**src/rtl/xera4_video_scan.sv**
```systemverilog
// Purpose: 640x480@60 VGA scan-out of a 1 bpp 320x240 bitmap (2x2 doubled) read from video RAM port B.
// Latency: sync/de/rgb/frame_irq are registered and reflect the previous clk's hcnt/vcnt; RAM reads take 1 clk.
// Backpressure: none; the scan free-runs, and port writes are level-sampled and never stalled.
// Ports:
//   clk, rst                   - pixel clock, asynchronous active-high reset
//   port_add/port_out/port_we  - CPU port bus; registers at PORT_BASE..PORT_BASE+3 (BASE_LO, BASE_HI, FG, BG)
//   vid_addr/vid_data          - video RAM read port (data valid one clk after address)
//   hsync/vsync/de/rgb         - VGA outputs (syncs active-low, rgb is RGB332 and 0 outside the visible area)
//   frame_irq                  - one-clk pulse when vertical blanking starts
module xera4_video_scan #(
    parameter int          H_ACTIVE  = 640,
    parameter int          H_FP      = 16,
    parameter int          H_SYNC    = 96,
    parameter int          H_BP      = 48,
    parameter int          V_ACTIVE  = 480,
    parameter int          V_FP      = 10,
    parameter int          V_SYNC    = 2,
    parameter int          V_BP      = 33,
    parameter logic [15:0] PORT_BASE = 16'hFF00
) (
    input  logic        clk,
    input  logic        rst,
    input  logic [15:0] port_add,
    input  logic [7:0]  port_out,
    input  logic        port_we,
    output logic [14:0] vid_addr,
    input  logic [7:0]  vid_data,
    output logic        hsync,
    output logic        vsync,
    output logic        de,
    output logic [7:0]  rgb,
    output logic        frame_irq
);

    localparam int H_TOTAL = H_ACTIVE + H_FP + H_SYNC + H_BP;
    localparam int V_TOTAL = V_ACTIVE + V_FP + V_SYNC + V_BP;
    localparam int HW      = $clog2(H_TOTAL);
    localparam int VW      = $clog2(V_TOTAL);

    localparam logic [HW-1:0] H_LAST      = HW'(H_TOTAL - 1);
    localparam logic [HW-1:0] H_PREFETCH  = HW'(H_TOTAL - 3);
    localparam logic [HW-1:0] H_ACT       = HW'(H_ACTIVE);
    localparam logic [HW-1:0] H_FETCH_END = HW'(H_ACTIVE - 3);
    localparam logic [HW-1:0] HS_START    = HW'(H_ACTIVE + H_FP);
    localparam logic [HW-1:0] HS_END      = HW'(H_ACTIVE + H_FP + H_SYNC);
    localparam logic [VW-1:0] V_LAST      = VW'(V_TOTAL - 1);
    localparam logic [VW-1:0] V_ACT       = VW'(V_ACTIVE);
    localparam logic [VW-1:0] VS_START    = VW'(V_ACTIVE + V_FP);
    localparam logic [VW-1:0] VS_END      = VW'(V_ACTIVE + V_FP + V_SYNC);
    localparam logic [14:0]   ROW_BYTES   = 15'(H_ACTIVE / 16);

    logic [HW-1:0] hcnt_q, hcnt_d;
    logic [VW-1:0] vcnt_q, vcnt_d;
    logic [7:0]    base_lo_q, base_lo_d;
    logic [6:0]    base_hi_q, base_hi_d;
    logic [7:0]    fg_q, fg_d;
    logic [7:0]    bg_q, bg_d;
    logic [14:0]   frame_base_q, frame_base_d;
    logic [14:0]   vid_addr_q, vid_addr_d;
    logic [7:0]    shreg_q, shreg_d;
    logic          hsync_q, hsync_d;
    logic          vsync_q, vsync_d;
    logic          de_q, de_d;
    logic [7:0]    rgb_q, rgb_d;
    logic          frame_irq_q, frame_irq_d;

    logic [15:0]   port_off;
    logic [VW-1:0] next_line;
    logic          fetch_en;
    logic [VW-1:0] fetch_line;
    logic [HW-1:0] fetch_col;
    logic          visible;

    always_comb begin
        hcnt_d       = hcnt_q;
        vcnt_d       = vcnt_q;
        base_lo_d    = base_lo_q;
        base_hi_d    = base_hi_q;
        fg_d         = fg_q;
        bg_d         = bg_q;
        frame_base_d = frame_base_q;
        vid_addr_d   = vid_addr_q;
        shreg_d      = shreg_q;
        port_off     = port_add - PORT_BASE;
        next_line    = (vcnt_q == V_LAST) ? '0 : vcnt_q + 1'b1;
        fetch_en     = 1'b0;
        fetch_line   = vcnt_q;
        fetch_col    = '0;
        visible      = (hcnt_q < H_ACT) && (vcnt_q < V_ACT);

        // Raster counters
        if (hcnt_q == H_LAST) begin
            hcnt_d = '0;
            vcnt_d = next_line;
        end else begin
            hcnt_d = hcnt_q + 1'b1;
        end

        // Register writes; the subtraction wraps, so addresses below PORT_BASE land far above 3
        if (port_we && (port_off < 16'd4)) begin
            case (port_off[1:0])
                2'd0:    base_lo_d = port_out;
                2'd1:    base_hi_d = port_out[6:0];
                2'd2:    fg_d      = port_out;
                default: bg_d      = port_out;
            endcase
        end

        // Base is shadowed on the last line so a frame never mixes two bases
        if ((hcnt_q == '0) && (vcnt_q == V_LAST)) begin
            frame_base_d = {base_hi_q, base_lo_q};
        end

        // Address is registered here so it appears at hcnt = 16k-2; the byte comes back at 16k-1
        // and is loaded into the shifter on that edge, ready for pixel 16k.
        if (hcnt_q == H_PREFETCH) begin
            if (next_line < V_ACT) begin
                fetch_en   = 1'b1;
                fetch_line = next_line;
            end
        end else if ((hcnt_q[3:0] == 4'd13) && (hcnt_q < H_FETCH_END) && (vcnt_q < V_ACT)) begin
            fetch_en  = 1'b1;
            fetch_col = (hcnt_q + HW'(3)) >> 4;
        end
        if (fetch_en) begin
            vid_addr_d = frame_base_q + 15'(fetch_line >> 1) * ROW_BYTES + 15'(fetch_col);
        end

        // Load every 16 clks (bytes fetched past the visible area are harmless: rgb is blanked);
        // otherwise shift on odd hcnt so each source bit covers two screen pixels.
        if ((hcnt_q[3:0] == 4'hF) || (hcnt_q == H_LAST)) begin
            shreg_d = vid_data;
        end else if (hcnt_q[0]) begin
            shreg_d = {shreg_q[6:0], 1'b0};
        end

        hsync_d     = !((hcnt_q >= HS_START) && (hcnt_q < HS_END));
        vsync_d     = !((vcnt_q >= VS_START) && (vcnt_q < VS_END));
        de_d        = visible;
        rgb_d       = visible ? (shreg_q[7] ? fg_q : bg_q) : 8'h00;
        frame_irq_d = (hcnt_q == '0) && (vcnt_q == V_ACT);
    end

    always_ff @(posedge clk or posedge rst) begin
        if (rst) begin
            hcnt_q       <= '0;
            vcnt_q       <= '0;
            base_lo_q    <= 8'h00;
            base_hi_q    <= 7'h00;
            fg_q         <= 8'hFF;
            bg_q         <= 8'h00;
            frame_base_q <= 15'h0000;
            vid_addr_q   <= 15'h0000;
            shreg_q      <= 8'h00;
            hsync_q      <= 1'b1;
            vsync_q      <= 1'b1;
            de_q         <= 1'b0;
            rgb_q        <= 8'h00;
            frame_irq_q  <= 1'b0;
        end else begin
            hcnt_q       <= hcnt_d;
            vcnt_q       <= vcnt_d;
            base_lo_q    <= base_lo_d;
            base_hi_q    <= base_hi_d;
            fg_q         <= fg_d;
            bg_q         <= bg_d;
            frame_base_q <= frame_base_d;
            vid_addr_q   <= vid_addr_d;
            shreg_q      <= shreg_d;
            hsync_q      <= hsync_d;
            vsync_q      <= vsync_d;
            de_q         <= de_d;
            rgb_q        <= rgb_d;
            frame_irq_q  <= frame_irq_d;
        end
    end

    assign vid_addr  = vid_addr_q;
    assign hsync     = hsync_q;
    assign vsync     = vsync_q;
    assign de        = de_q;
    assign rgb       = rgb_q;
    assign frame_irq = frame_irq_q;

endmodule

```
**config.mk**
```make
export PLATFORM = sky130hd
export DESIGN_NAME = xera4_video_scan
export DESIGN_NICKNAME = d
export VERILOG_FILES = /design/src/rtl/xera4_video_scan.sv
export SDC_FILE = /design/constraint.sdc
export NUM_CORES = 1
export LEC_CHECK = 0
export ABC_AREA = 0
export BUFFER_PORTS_ARGS = -buffer_cell sky130_fd_sc_hd__buf_2
export CORE_MARGIN = 8
export CORE_UTILIZATION = 45
export DETAILED_ROUTE_END_ITERATION = 8
export GPL_TIMING_DRIVEN = 0
export PLACE_DENSITY = 0.7
export SETUP_SLACK_MARGIN = 0.5
export SLEW_MARGIN = 20
export SYNTH_ARGS = -nofsm -noshare
export SYNTH_HDL_FRONTEND = slang
export SYNTH_SLANG_ARGS = --single-unit
```
**constraint.sdc**
```tcl
create_clock -name clk -period 11.5 [get_ports clk]
set_input_delay 1.725 -clock clk [delete_from_list [all_inputs] [get_ports clk]]
set_output_delay 1.725 -clock clk [all_outputs]
set_load 0.02 [all_outputs]
```
-- Word level (Yosys, flattened, before mapping)
Index checks and enable logic that the tools add are counted.
- register bits after elaboration: 101
- bits of input ports: 35
- output and inout port bits: 27
- add/subtract/negate cells: 6
- multiply operators: 1
- order comparisons: 9
- equal/unequal tests: 8
- multiplexer cells: 13
- bitwise logic cells: 1
- reduce and logical (&&, ||, !) cells: 19
- operators by type and width (cell ; count):
    2-to-1 mux 10 bit ; 4
    2-to-1 mux 8 bit ; 4
    equality test 10 bit (second input constant) ; 3
    less-than comparator 10 bit (second input constant) ; 3
    less-than comparator 10 x 9 -> 1 bit (second input constant) ; 3
    adder 10 x 1 -> 10 bit (second input constant) ; 2
    less-than comparator 16 x 3 -> 1 bit (second input constant) ; 1
    subtractor 16 bit (second input constant) ; 1
    adder 15 x 10 -> 15 bit ; 1
    adder 15 bit ; 1
    multiplier 9 x 3 -> 12 bit (second input constant) ; 1
    2-to-1 mux 6 bit ; 2
    adder 10 x 2 -> 10 bit (second input constant) ; 1
    equality test 10 x 9 -> 1 bit (second input constant) ; 1
    greater-or-equal comparator 10 bit (second input constant) ; 1
    greater-or-equal comparator 10 x 9 -> 1 bit (second input constant) ; 1
    logical NOT 10 bit ; 1
    equality test 4 bit (second input constant) ; 2
    logical AND 1 bit ; 8
    AND reduction 2 bit ; 4
    2-to-1 mux 1 bit ; 3
    OR reduction 3 bit ; 1
    equality test 2 x 1 -> 1 bit (second input constant) ; 1
    equality test 2 bit (second input constant) ; 1
    5 further kinds ; 6

-- Depth between registers and ports, before layout
Gate-level depths: netlist of the first run.
- depth in word-level cells: 8
- mapped depth: 26
- mapped depth without buffers: 26

-- Worst setup path after synthesis of the first run
No wires, ideal clock.
- path type: register to register
- start point: register vcnt_q[0]
- end point: register vid_addr_q[14], in the netlist vid_addr[14]
- setup time: 0.120 ns
- data arrival time: 4.906 ns
- slack: 6.474 ns
- cell stages (with the launch flop): 26
- buffers on the path: 1
- clock period less this slack: 5.026 ns
- path through: dfrtp_1 ha_1 and3_1 and3_1 buf_4 xnor2_1 o311ai_4 inv_2 and2_1 o22a_1 ha_1 ha_1 inv_1 fa_1 nor2b_1 o31a_1 nor2_1 inv_1 a21oi_1 xnor2_1 ha_1 ha_1 o21ai_0 a32o_1 a211o_1 o211a_1
- cells in the longest elaborated chain, start to end: 8
- elaborated cells between the ends (all ways): 16
- RTL lines (item ; line ; source):
    start: declaration ; 53 ; logic [VW-1:0] vcnt_q, vcnt_d;
    start signal: assignment ; 162 ; vcnt_q <= vcnt_d;
    adder 10 x 1 -> 10 bit / equality test 10 bit (equally long branches) ; 85 ; next_line = (vcnt_q == V_LAST) ? '0 : vcnt_q + 1'b1;
    2-to-1 mux 10 bit ; 85 ;
    less-than comparator 10 x 9 -> 1 bit ; 117 ; if (next_line < V_ACT) begin
    2-to-1 mux 10 bit ; 117 ;
    2-to-1 mux 10 bit ; 116 ; if (hcnt_q == H_PREFETCH) begin
    multiplier 9 x 3 -> 12 bit ; 126 ; vid_addr_d = frame_base_q + 15'(fetch_line >> 1) * ROW_BYTES + 15'(fetch_col);
    adder 15 bit ; 126 ;
    adder 15 x 10 -> 15 bit ; 126 ;
    end signal: assignment ; 168 ; vid_addr_q <= vid_addr_d;
    end: declaration ; 59 ; logic [14:0] vid_addr_q, vid_addr_d;
Parallel ways exist; a longest one is shown, timed or not.
A chain may end at the register's enable or synchronous reset.

-- Final worst setup path of the first run
- start point: register hcnt_q[7]
- end point: register vid_addr_q[14], in the netlist vid_addr[14]
- cells in the longest elaborated chain, start to end: 6
- elaborated cells between the ends (all ways): 13
- RTL lines (item ; line ; source):
    start: declaration ; 52 ; logic [HW-1:0] hcnt_q, hcnt_d;
    start signal: assignment ; 161 ; hcnt_q <= hcnt_d;
    parallel branches: the longest is 6 deep, another holds adder 15 bit ; n/a ;
Parallel ways; which one is timed is not known.

==> flow_metrics.tcl, run 1 <==
set metrics [dict create \
    crit-reg2reg-capture "vid_addr[14]" \
    clk_latency_ns 0.35 \
    dr.pass1.iters 8 \
    status "completed" \
    drtIter0Drc 324 \
    rsz0062_at_grt "no" \
    antenna_found_initial 0 \
    utilization_pct 52.5 \
    leakagePower_nw 3.31 \
    relSlewSlack_pct 52.1 \
    slew_viol_final 0 \
    vdd_drop_max_uv 112 \
    yosysSeqAreaShare_pct 44.1 \
    avgSynthCellArea_sq_um 10.5 \
    drive_gt1_share_pct 24.8 \
    worstPathRequired_ns 11.73 \
    first_global_vias 4294 \
    fin_skew_ns 0.0120 \
    cts_tree "done" \
    floorplan.die_area_sq_um 16700 \
    io_buffers 61 \
    num_io_pins 62 \
    worst_ep_arrival_time_ns 5.94 \
    cts_sinks 101 \
    min_path_type "reg -> reg" \
    cp_max_fo 10 \
    vias_per_cell 5.30 \
    syn_nets 630 \
    tns_ns 0 \
    timing.final.crit_share_pct 49.7 \
    syn_area_sq_um 5760 \
    grt_overflow 0 \
    post-cts-setup-buffers 0 \
    r2r-start "hcnt_q[7]" \
    startpoint_type "flip-flop" \
    ctsHoldBuffers 0 \
    crit_path_end_kind "flip-flop" \
    place.gp.congestion 0.873 \
    finalHoldViolations 0 \
    crit_type "reg -> reg" \
    clockBufferDepth 2 \
    ant_nets 0 \
    wl_per_cell_microns 15.4 \
    syn_to_final_growth_pct 14.7 \
    drc 0 \
    cap_violations 0 \
    setup.worst_path.start "hcnt_q[7]" \
    rr_worst_depth 23 \
    synth_edf_count 0 \
    wirelength_mm 12.3 \
    cts_resized 0 \
    syn_inst 546 \
    initial_core_util_pct 45.8 \
    ys_ff_latch 101 \
    synthArstFlopShare_pct 100 \
    fmax_ghz 0.175 \
    vias 4221 \
    fin_crit_ns 5.71 \
    cts_root_buffer "clkbuf_16" \
    setup_violations 0 \
    grt_start_max_net_pins 54 \
    nets 703 \
    die_x_microns 129 \
    chipHeight_microns 129 \
    p_per_area_nw_per_um2 102 \
    ys_types 55 \
    coreArea_sq_um 12600 \
    numCtsBuffers 9 \
    synthFlopType "dfrtp_1" \
    synth_warnings 0 \
    tightest_slew_ns 0.715 \
    r2r_setup_slack_ns 5.79 \
    grt_usage_pct 15.4 \
    dp_hpwl_mm 9.46 \
    grt_pass1_wl_mm 20.4 \
    num_rows 41 \
    htreeDepth 3 \
    path_clk_slew_ns 0.07 \
    crit_end "vid_addr[14]" \
    diodes 0 \
]
[cells in the final DEF (no fill, tap or decap), types with 17 or more instances in the layout]
cell | netlist | final
a21oi_1 | 17 | 17
mux2_2 | 48 | 48
ha_1 | 44 | 44
dfrtp_1 | 91 | 91
nor2_1 | 35 | 35
nand2_1 | 46 | 46
inv_1 | 26 | 25
xnor2_1 | 26 | 26
o21ai_0 | 48 | 48
buf_2 | 8 | 69
[per-stage QoR]
step                hold WS [ns]  instance area, sq um  std cells  power [mW]  worst slack, ns
floorplan                  0.446                  5760        546       0.372             6.47
global placement           0.457                  6280        779       0.381             5.91
detailed placement         0.466                  6310        780       0.383             5.89
CTS                        0.481                  6600        796       0.682             5.83
global route               0.520                  6600        796       0.699             5.35
finish                     0.477                  6600        796       0.671             5.79
[worst min-delay path by stage]
| stage | start | to | slack (ns) | cells after the start |
|---|---|---|---|---|
| 2_1_floorplan | base_lo_q[3] | frame_base_q[3] | 0.45 | 2 |
| 3_5_place_dp | vid_addr[4] | vid_addr[4] | 0.47 | 2 |
| 4_1_cts | vid_addr[8] | vid_addr[8] | 0.48 | 2 |
| 6_report | vid_addr[3] | vid_addr[3] | 0.48 | 2 |
| 5_1_grt | base_hi_q[4] | frame_base_q[12] | 0.52 | 1 |
| 3_3_place_gp | vid_addr[10] | vid_addr[10] | 0.46 | 2 |
[final cells by class]
cell class	instances	area (sq um)
clock buffer	10	239
tap	172	215
buffer	23	108
sequential	101	2540
fill	1112	5970
clock inverter	6	53.8
multi-input combinational	395	3010
inverter	27	106
timing repair buffer	62	333
[state kept, by name (all words and copies together), names as in the netlist]
name / count
hcnt_q: 10
vsync: 1
vcnt_q: 10
frame_base_q: 15
vid_addr: 15
de: 1
base_hi_q: 7
shreg_q: 8
frame_irq: 1
rgb: 8
fg_q: 8
bg_q: 8
base_lo_q: 8
hsync: 1
[cells by family (layout without fill, tap and decap cells)]
| kind of cell | count (synthesis) | in the layout | share of synthesized area, % |
|---|---|---|---|
| simple gates | 151 | 151 | 13.2 |
| flops | 101 | 101 | 44.1 |
| compound gates | 96 | 96 | 10.3 |
| mux | 63 | 63 | 12.0 |
| buf+inv | 50 | 128 | 3.63 |
| fa+ha+maj | 49 | 49 | 11.3 |
| xor+xnor | 36 | 36 | 5.48 |
[where the power goes]
group	internal [mW]	leakage [nW]	total [mW]	switching, mW
combinational	0.00690	1.84	0.0186	0.0117
sequential	0.357	1.33	0.357	0.000748
clock	0.157	0.147	0.295	0.138
total	0.520	3.31	0.671	0.151
[synth_stat cells (2+ instances only)]
cell type / count / area, sq um
a21o_1: 4 / 30.0
a21oi_1: 17 / 85.1
a31oi_1: 4 / 25.0
and2_1: 4 / 25.0
and3_1: 5 / 31.3
buf_2: 8 / 40.0
buf_4: 3 / 22.5
clkbuf_1: 11 / 41.3
dfrtp_1: 91 / 2280
dfstp_2: 10 / 263
fa_1: 5 / 100
ha_1: 44 / 551
inv_1: 26 / 97.6
mux2_2: 48 / 541
mux2i_1: 15 / 150
nand2_1: 46 / 173
nand2b_1: 5 / 31.3
nand3_1: 14 / 70.1
nand3b_1: 3 / 22.5
nand4_1: 16 / 100
nor2_1: 35 / 131
nor2b_1: 4 / 25.0
nor3_1: 3 / 15.0
nor4_1: 4 / 25.0
nor4b_1: 2 / 17.5
o211ai_1: 2 / 15.0
o21a_1: 5 / 37.5
o21ai_0: 48 / 240
o21bai_1: 3 / 22.5
o31ai_1: 2 / 15.0
xnor2_1: 26 / 228
xor2_1: 10 / 87.6
[metal layers]
metal	GRT usage (%)	vias to the layer above	share of wire (%)
li1	-	2060	-
met1	19.3	2056	46
met2	25.8	99	48
met3	4.27	6	5.4
met4	3.73	0	0.57
met5	0	-	0
[worst max-delay path, stage by stage (launching register included)]
cell and delay [ns]:
dfrtp_1 0.36, clkbuf_1 0.21, nor4b_1 0.45, nand3_1 0.21
nor2_1 0.32, o311ai_4 0.25, inv_2 0.17, o21ai_0 0.13
o21ai_0 0.35, ha_1 0.32, ha_1 0.29, a21o_1 0.18
a21oi_1 0.22, o21bai_1 0.09, a21oi_1 0.22, xnor2_1 0.18
ha_1 0.27, ha_1 0.35, nand2_1 0.10, a21oi_1 0.11
o21ai_0 0.13, a32o_1 0.28, a211o_1 0.27, o211a_1 0.11
No activity file was read; power rests on OpenSTA's default activity.
==> inputs of run 2 (changes only) <==
- clock period: 11.5 -> 5.4 ns (I/O delays scaled with it)
==> flow_metrics.tcl, run 2 (synthesis gave the netlist of run 1 again) <==
set metrics [dict create \
    status "completed" \
    vias 4307 \
    final_cell_mix "dfrtp_1, buf_2, mux2_2" \
    dp.cells 780 \
    relSlewSlack_pct 55.0 \
    rsz0062_at_grt "yes" \
    coreArea_sq_um 12600 \
    wirelength_mm 12.8 \
    finalHoldViolations 0 \
    fin_cells 815 \
    cts_tree "done" \
    setup.worst_path.start "vcnt_q[1]" \
    leakagePower_nw 3.45 \
    wl_per_cell_microns 15.6 \
    place.gp.congestion 0.863 \
    initial_core_util_pct 45.8 \
    tns_ns 0 \
    grt_overflow 0 \
    path_clk_slew_ns 0.08 \
    timing.final.crit_share_pct 93.4 \
    r2r-start "vcnt_q[1]" \
    num_rows 41 \
    drive_gt1_share_pct 34.4 \
    numCtsBuffers 9 \
    htreeDepth 3 \
    cap_violations 0 \
    finalPower_mw 1.48 \
    dp_hpwl_mm 9.31 \
    cp_max_fo 6 \
    ant_nets 0 \
    grt_start_max_net_pins 56 \
    ctsHoldBuffers 0 \
    startpoint_type "flip-flop" \
    min_path_type "in -> async" \
    grt_usage_pct 16.2 \
    diodes 0 \
    cts_sinks 101 \
    fmax_ghz 0.198 \
    final_common_cell "dfrtp_1" \
    syn_to_final_growth_pct 23.8 \
    antenna_found_initial 0 \
    dr.pass1.iters 4 \
    first_global_vias 4490 \
    drc 0 \
    dp_slack_ns -0.228 \
    floorplan.die_area_sq_um 16700 \
    cts_root_buffer "clkbuf_16" \
    die_x_microns 129 \
    crit_type "reg -> reg" \
    grt_pass1_wl_mm 21.5 \
    vias_per_cell 5.28 \
    io_buffers 61 \
    nets 722 \
    tightest_slew_ns 0.672 \
    chipHeight_microns 129 \
    slew_viol_final 0 \
    utilization_pct 56.7 \
    timing.hold.ws_ns 0.471 \
    fin_crit_ns 5.04 \
    fin_skew_ns 0.0119 \
    worstPathRequired_ns 5.63 \
    placed_area_sq_um 6360 \
    vdd_drop_max_uv 233 \
    worst_ep_arrival_time_ns 5.28 \
    setup_slack_ns 0.358 \
    clockBufferDepth 2 \
    postLayoutCellArea_sq_um 7130 \
    num_io_pins 62 \
    p_per_area_nw_per_um2 207 \
    crit_path_end_kind "flip-flop" \
    drtIter0Drc 244 \
    clk_latency_ns 0.35 \
    setup_violations 0 \
]
## run 2: worst max-delay path: stages, from the launching register on
cell	delay, ns
dfrtp_2	0.45
ha_4	0.17
and3_4	0.18
and3_4	0.18
buf_6	0.12
xnor2_4	0.12
o311ai_4	0.35
inv_2	0.13
and2_4	0.16
o22a_1	0.19
ha_1	0.28
ha_2	0.19
inv_2	0.04
fa_2	0.35
nor2b_2	0.15
o31a_1	0.21
a21oi_2	0.07
ha_1	0.33
ha_4	0.30
nand2_2	0.07
a21oi_1	0.12
o21ai_1	0.11
a32o_2	0.32
a211o_1	0.24
o211a_1	0.11
## run 2: final cells by class
| cell class | count | area [sq um] |
|---|---|---|
| plain buffers | 23 | 118 |
| clock buffers | 9 | 225 |
| clock inverters | 7 | 92.6 |
| fillers | 1106 | 5440 |
| inverters | 27 | 106 |
| multi-input cells | 395 | 3340 |
| flip-flops and latches | 101 | 2540 |
| well taps | 172 | 215 |
| repair buffers | 81 | 490 |
## run 2: worst paths after layout
check,slack (ns),to,cells after the start
setup / recovery,0.36,vid_addr[14],24
max in group asynchronous,4.28,fg_q[6],3
setup reg to reg,0.36,vid_addr[14],24
hold / removal,0.47,vid_addr[1],2
hold reg to reg,0.48,vid_addr[5],2
min in group clk,0.48,vid_addr[5],2
## run 2: where the power goes
group | switching [mW] | internal, mW
logic | 0.0247 | 0.0147
clock network | 0.306 | 0.370
registers | 0.00159 | 0.759
total | 0.332 | 1.14
## run 2: repair_timing
item,4_1_cts,5_1_grt
gates cloned,0,0
gates resized for setup,34,27
setup endpoints to repair,5,5
buffers inserted,16,3
pin swaps,29,23
## run 2: layer usage
metal,vias to the layer above,routed length [microns],GRT usage (%),part of all wire (%)
met5,-,0,0,0
met4,0,238,6.15,1.9
met3,19,579,3.45,4.5
met2,88,6120,26.6,48
met1,2094,5810,20.5,46
li1,2106,-,-,-
